$ cat src/rtl/bpu_ghr_index.sv
// Global-history branch index unit: hashes PC with speculative history, tracks in-flight
// branches in a FIFO and emits registered PHT updates as branches resolve in order.
module bpu_ghr_index #(
  parameter int PHT_WIDTH   = 6,
  parameter int GHR_WIDTH   = 6,
  parameter int QUEUE_DEPTH = 8
) (
  input  logic                         clk,
  input  logic                         rst,
  input  logic                         lookup_valid,
  input  logic [31:0]                  lookup_pc,
  output logic [PHT_WIDTH-1:0]         lookup_addr,
  input  logic                         pred_taken,
  output logic                         lookup_ready,
  input  logic                         resolve_valid,
  input  logic                         resolve_taken,
  input  logic                         resolve_mispredict,
  input  logic                         flush,
  output logic                         branch_en,
  output logic [PHT_WIDTH-1:0]         update_addr,
  output logic                         taken,
  output logic [$clog2(QUEUE_DEPTH):0] count
);

  localparam int PTR_W = $clog2(QUEUE_DEPTH);
  localparam logic [PTR_W:0] DEPTH = (PTR_W+1)'(QUEUE_DEPTH);

  logic [GHR_WIDTH-1:0] spec_ghr;
  logic [GHR_WIDTH-1:0] arch_ghr;
  logic [GHR_WIDTH-1:0] arch_next;
  logic [PTR_W-1:0]     wr_ptr;
  logic [PTR_W-1:0]     rd_ptr;
  logic [PHT_WIDTH-1:0] mem [QUEUE_DEPTH];
  logic                 resolve;
  logic                 kill;
  logic                 accept;
  logic                 unused_pc_bits;

  assign unused_pc_bits = ^{lookup_pc[31:PHT_WIDTH+2], lookup_pc[1:0]};

  assign lookup_addr  = lookup_pc[PHT_WIDTH+1:2] ^ spec_ghr[PHT_WIDTH-1:0];
  assign lookup_ready = (count < DEPTH);
  assign resolve      = resolve_valid && (count != '0);
  assign kill         = resolve && resolve_mispredict;
  // A mispredict squashes everything younger, including a branch arriving this cycle.
  assign accept       = lookup_valid && lookup_ready && !flush && !kill;
  assign arch_next    = resolve ? {arch_ghr[GHR_WIDTH-2:0], resolve_taken} : arch_ghr;

  always_ff @(posedge clk) begin
    if (rst) begin
      spec_ghr    <= '0;
      arch_ghr    <= '0;
      wr_ptr      <= '0;
      rd_ptr      <= '0;
      count       <= '0;
      branch_en   <= 1'b0;
      update_addr <= '0;
      taken       <= 1'b0;
    end else begin
      arch_ghr  <= arch_next;
      branch_en <= resolve;
      if (resolve) begin
        update_addr <= mem[rd_ptr];
        taken       <= resolve_taken;
      end
      // Recovery restarts speculation from the resolved history, including this cycle's outcome.
      if (flush || kill) begin
        count    <= '0;
        wr_ptr   <= '0;
        rd_ptr   <= '0;
        spec_ghr <= arch_next;
      end else begin
        if (accept) begin
          wr_ptr   <= wr_ptr + 1'b1;
          spec_ghr <= {spec_ghr[GHR_WIDTH-2:0], pred_taken};
        end
        if (resolve) rd_ptr <= rd_ptr + 1'b1;
        case ({accept, resolve})
          2'b10:   count <= count + 1'b1;
          2'b01:   count <= count - 1'b1;
          default: ;
        endcase
      end
    end
  end

  always_ff @(posedge clk) begin
    if (accept) mem[wr_ptr] <= lookup_addr;
  end

endmodule

$ cat config.mk
export PLATFORM = sky130hd
export DESIGN_NAME = bpu_ghr_index
export DESIGN_NICKNAME = d
export VERILOG_FILES = /design/src/rtl/bpu_ghr_index.sv
export SDC_FILE = /design/constraint.sdc
export NUM_CORES = 1
export LEC_CHECK = 0
export BUFFER_PORTS_ARGS = -buffer_cell sky130_fd_sc_hd__buf_4
export CORE_ASPECT_RATIO = 1.75
export CORE_MARGIN = 1.5
export CORE_UTILIZATION = 59
export DETAILED_ROUTE_END_ITERATION = 8
export PLACE_DENSITY_LB_ADDON = 0.05
export SYNTH_ARGS = -nofsm -noshare
export SYNTH_HDL_FRONTEND = slang
export SYNTH_SLANG_ARGS = --single-unit
$ cat constraint.sdc
create_clock -name clk -period 5.4 [get_ports clk]
set_input_delay 0.54 -clock clk [delete_from_list [all_inputs] [get_ports clk]]
set_output_delay 0.54 -clock clk [all_outputs]
set_load 0.05 [all_outputs]
==> metrics <==
Max Clock Freq 293.7 MHz; main flop type after synthesis sky130_fd_sc_hd__edfxtp_1; Routed wire per std cell approximately 18 µm; CP Class reg2reg; fraction of layout instances using a drive strength above 1 between 20% and 30%; Vias/cell about 5.9; number of global-route vias before repair between 1.5k and 2k; area share of the largest cell type after synthesis between 40% and 50%; area overhead of the layout relative to synthesis 13.53%; reg-to-reg endpoint count[2]; actual transition at the worst max-transition pin 1.156 ns; # rows 35; share of synthesized registers carrying an async set or reset 0%; worst slew slack as a fraction of its limit between 20 and 25%; Critical-path top delay cell sky130_fd_sc_hd__o41ai_4; GR Overflow Total 0; TritonRoute pass-1 iters 4; reg2reg setup slack between 1.5 and 2 ns; number of distinct library cell variants in the gate-level netlist after synthesis 37; startpoint of the most critical register-to-register path count[0]; Post-CTS Hold Buffers 0; placeable core region 5255 µm²; DPL Wire Length just over 4 mm; total of fill cells in the finished design between 400 and 500; Clock Tree Buf Depth 2; warnings from Yosys 0; source of the critical timing path count[0]; critical path, cell by cell o41ai_4, inv_2, a21oi_2, nand2_1, ha_1, xor2_1, ha_1, a21oi_1, xor2_1, or3_1, a21oi_1; All-Layer GR Usage a little over a fifth; required time reported for the critical path endpoint roughly 5.7 ns; library cell occupying the most area in the post-synthesis netlist sky130_fd_sc_hd__edfxtp_1; CTS clk-pin slew, worst paths 0.08 ns; signal arrival time at the worst endpoint around 3.7 ns; sequential area share after synthesis roughly 64%; Sink Count 78; P_leak around 1.4 nW; Antenna Nets Post-Route 0; final critical delay including setup and external delays about 3.4 ns; Chip Height between 100 and 150 µm; run status complete, no violations; post-CTS repair timing setup buffer count 0; slowest stage delay, CP 0.76 ns; first-pass GRT wire length around 9.2 mm; post-synth net total 273; root buffer selected by CTS sky130_fd_sc_hd__clkbuf_8; DR vias approximately 1.9k; CTS resizes 0; highest fanout seen on the critical path 23; cts bufs inserted 9; Syn Area/Cell 14.08 µm²; max-cap viol count 0; top cells by area in the synthesized netlist sky130_fd_sc_hd__edfxtp_1 45%, sky130_fd_sc_hd__dfxtp_1 19%, sky130_fd_sc_hd__mux4_2 8.4%; max-slew violations 0; initial antenna violation count 0; clk_lat worst skew ~0.34 ns; CTS tree yes; setup repair after global routing missed its margin false; EDFF count, synth 48; count of final setup violators 0; most common cell in the netlist sky130_fd_sc_hd__edfxtp_1; Power per Cell Area around 320 nW/µm²; worst hold path cell count 2; flops & latches, synth 78; largest net degree at the start of global routing 24; Post-Route Setup TNS 0 ns; Final Util between 60 and 70%; DR DRC count 0; Initial DRC Count ~70; routability congestion estimate around 0.74; starting density of the core 61.07%; total count of hold-check failures in the final report 0; n_diodes 0; Routed Wire Length 5.848 mm; FF-to-FF path depth 11; Worst Setup End Kind register; number of nets in the final layout about 300; worst IR drop on VDD 0.1868 mV; number of levels in the clock H-tree 3; capture point of the critical path count[2]; kind of start point of the critical path register; count of input and output buffers 32; die span in x roughly 60 µm; area enclosed by the die boundary roughly 5900 µm²; type of the most critical hold path reg2reg; number of ports placed on the die boundary 59; top cells by count, synth 48 x sky130_fd_sc_hd__edfxtp_1, 30 x sky130_fd_sc_hd__dfxtp_1, 19 x sky130_fd_sc_hd__nor2_1, 18 x sky130_fd_sc_hd__nand2_1, 12 x sky130_fd_sc_hd__mux4_2; cell area after synthesis roughly 3200 µm²; setup skew after layout slightly below 0.007 ns; share of the cycle needed by the critical path after routing 63.04%; Cells after Synth ~230
==> worst min-delay path by stage <==
stage	start	endpoint
after floorplan	arch_ghr[3]	arch_ghr[3]
after global placement	taken	taken
after detailed placement	taken	taken
after CTS	taken	taken
after global routing	arch_ghr[3]	arch_ghr[3]
final	taken	taken
==> metal layers <==
metal	up-vias	share of wire (%)	track usage, %
met3	9	3.5	5.006
li1	922	-	-
met2	54	55	37.86
met5	-	0	0
met4	0	1.4	7.343
met1	914	40	26.13
==> metrics by stage <==
stage / worst slack (ns) / hold slack, ns / cells / cell area [µm²] / power (mW)
3_3_place_gp: 2.015 / 0.4520 / 305 / 3455 / 0.7557
3_5_place_dp: 2.004 / 0.4534 / 305 / 3455 / 0.7573
2_1_floorplan: 2.601 / 0.4458 / 228 / 3209 / 0.7272
5_1_grt: 1.753 / 0.4990 / 321 / 3643 / 1.199
6_report: 1.996 / 0.4647 / 321 / 3643 / 1.158
4_1_cts: 1.972 / 0.4643 / 321 / 3643 / 1.164
==> registers in the layout, indices dropped and copies added, names as in the netlist <==
register,count
mem,48
arch_ghr,6
spec_ghr,6
update_addr,6
count,4
rd_ptr,3
wr_ptr,3
branch_en,1
taken,1
==> critical path, delay by kind of cell (launching register included) <==
kind                       cells  cell delay [ns]
adders and majority gates      2             0.48
and+or+nand+nor                2             0.46
AOI/OAI and AO/OA              4             1.37
xor gates and xnor gates       2             0.27
buffers and inverters          1             0.37
DFF                            1             0.39
==> power breakdown <==
part           switching, mW  internal (mW)  leakage [nW]
clock network          0.206          0.210        0.0964
registers            0.00658          0.642         0.676
logic                 0.0610         0.0324         0.597
total                  0.273          0.885          1.37
==> layout by cell type, fill, tap and decap left out, types with 2 or more instances in the layout <==
cell type                   n
sky130_fd_sc_hd__a21oi_1    9
sky130_fd_sc_hd__clkinv_2   3
sky130_fd_sc_hd__a31oi_1    2
sky130_fd_sc_hd__xnor2_1    2
sky130_fd_sc_hd__inv_1      2
sky130_fd_sc_hd__xor2_1    11
sky130_fd_sc_hd__o21ai_0    4
sky130_fd_sc_hd__mux4_2    12
sky130_fd_sc_hd__mux2i_1    7
sky130_fd_sc_hd__and3b_1    2
sky130_fd_sc_hd__nor2b_1    4
sky130_fd_sc_hd__dfxtp_1   30
sky130_fd_sc_hd__nor3b_1    2
sky130_fd_sc_hd__o22ai_1    8
sky130_fd_sc_hd__o211a_1    2
sky130_fd_sc_hd__nand2_1   18
sky130_fd_sc_hd__nor3_1     9
sky130_fd_sc_hd__nor2_1    19
sky130_fd_sc_hd__clkbuf_8   9
sky130_fd_sc_hd__a21o_1     3
sky130_fd_sc_hd__ha_1       5
sky130_fd_sc_hd__a211o_1    2
sky130_fd_sc_hd__buf_4     34
sky130_fd_sc_hd__a211oi_1   4
sky130_fd_sc_hd__edfxtp_1  48
==> layout make-up <==
type	instances	area [µm²]	area share, %
Tap cell	55	68.82	1.889
Inverter	3	11.26	0.3091
Sequential cell	78	2042	56.04
Clock inverter	7	65.06	1.786
Timing Repair Buffer	34	255.2	7.006
Multi-Input combinational cell	135	1077	29.57
Clock buffer	9	123.9	3.400
==> cell families after synthesis <==
group                      synth area share [%]
DFF                                       63.63
and+or+nand+nor                           8.967
AOI/OAI and AO/OA                         8.148
muxes                                     10.96
buffers and inverters                     2.807
xor gates and xnor gates                  3.548
adders and majority gates                 1.949
No activity file was read; power rests on OpenSTA's default activity.
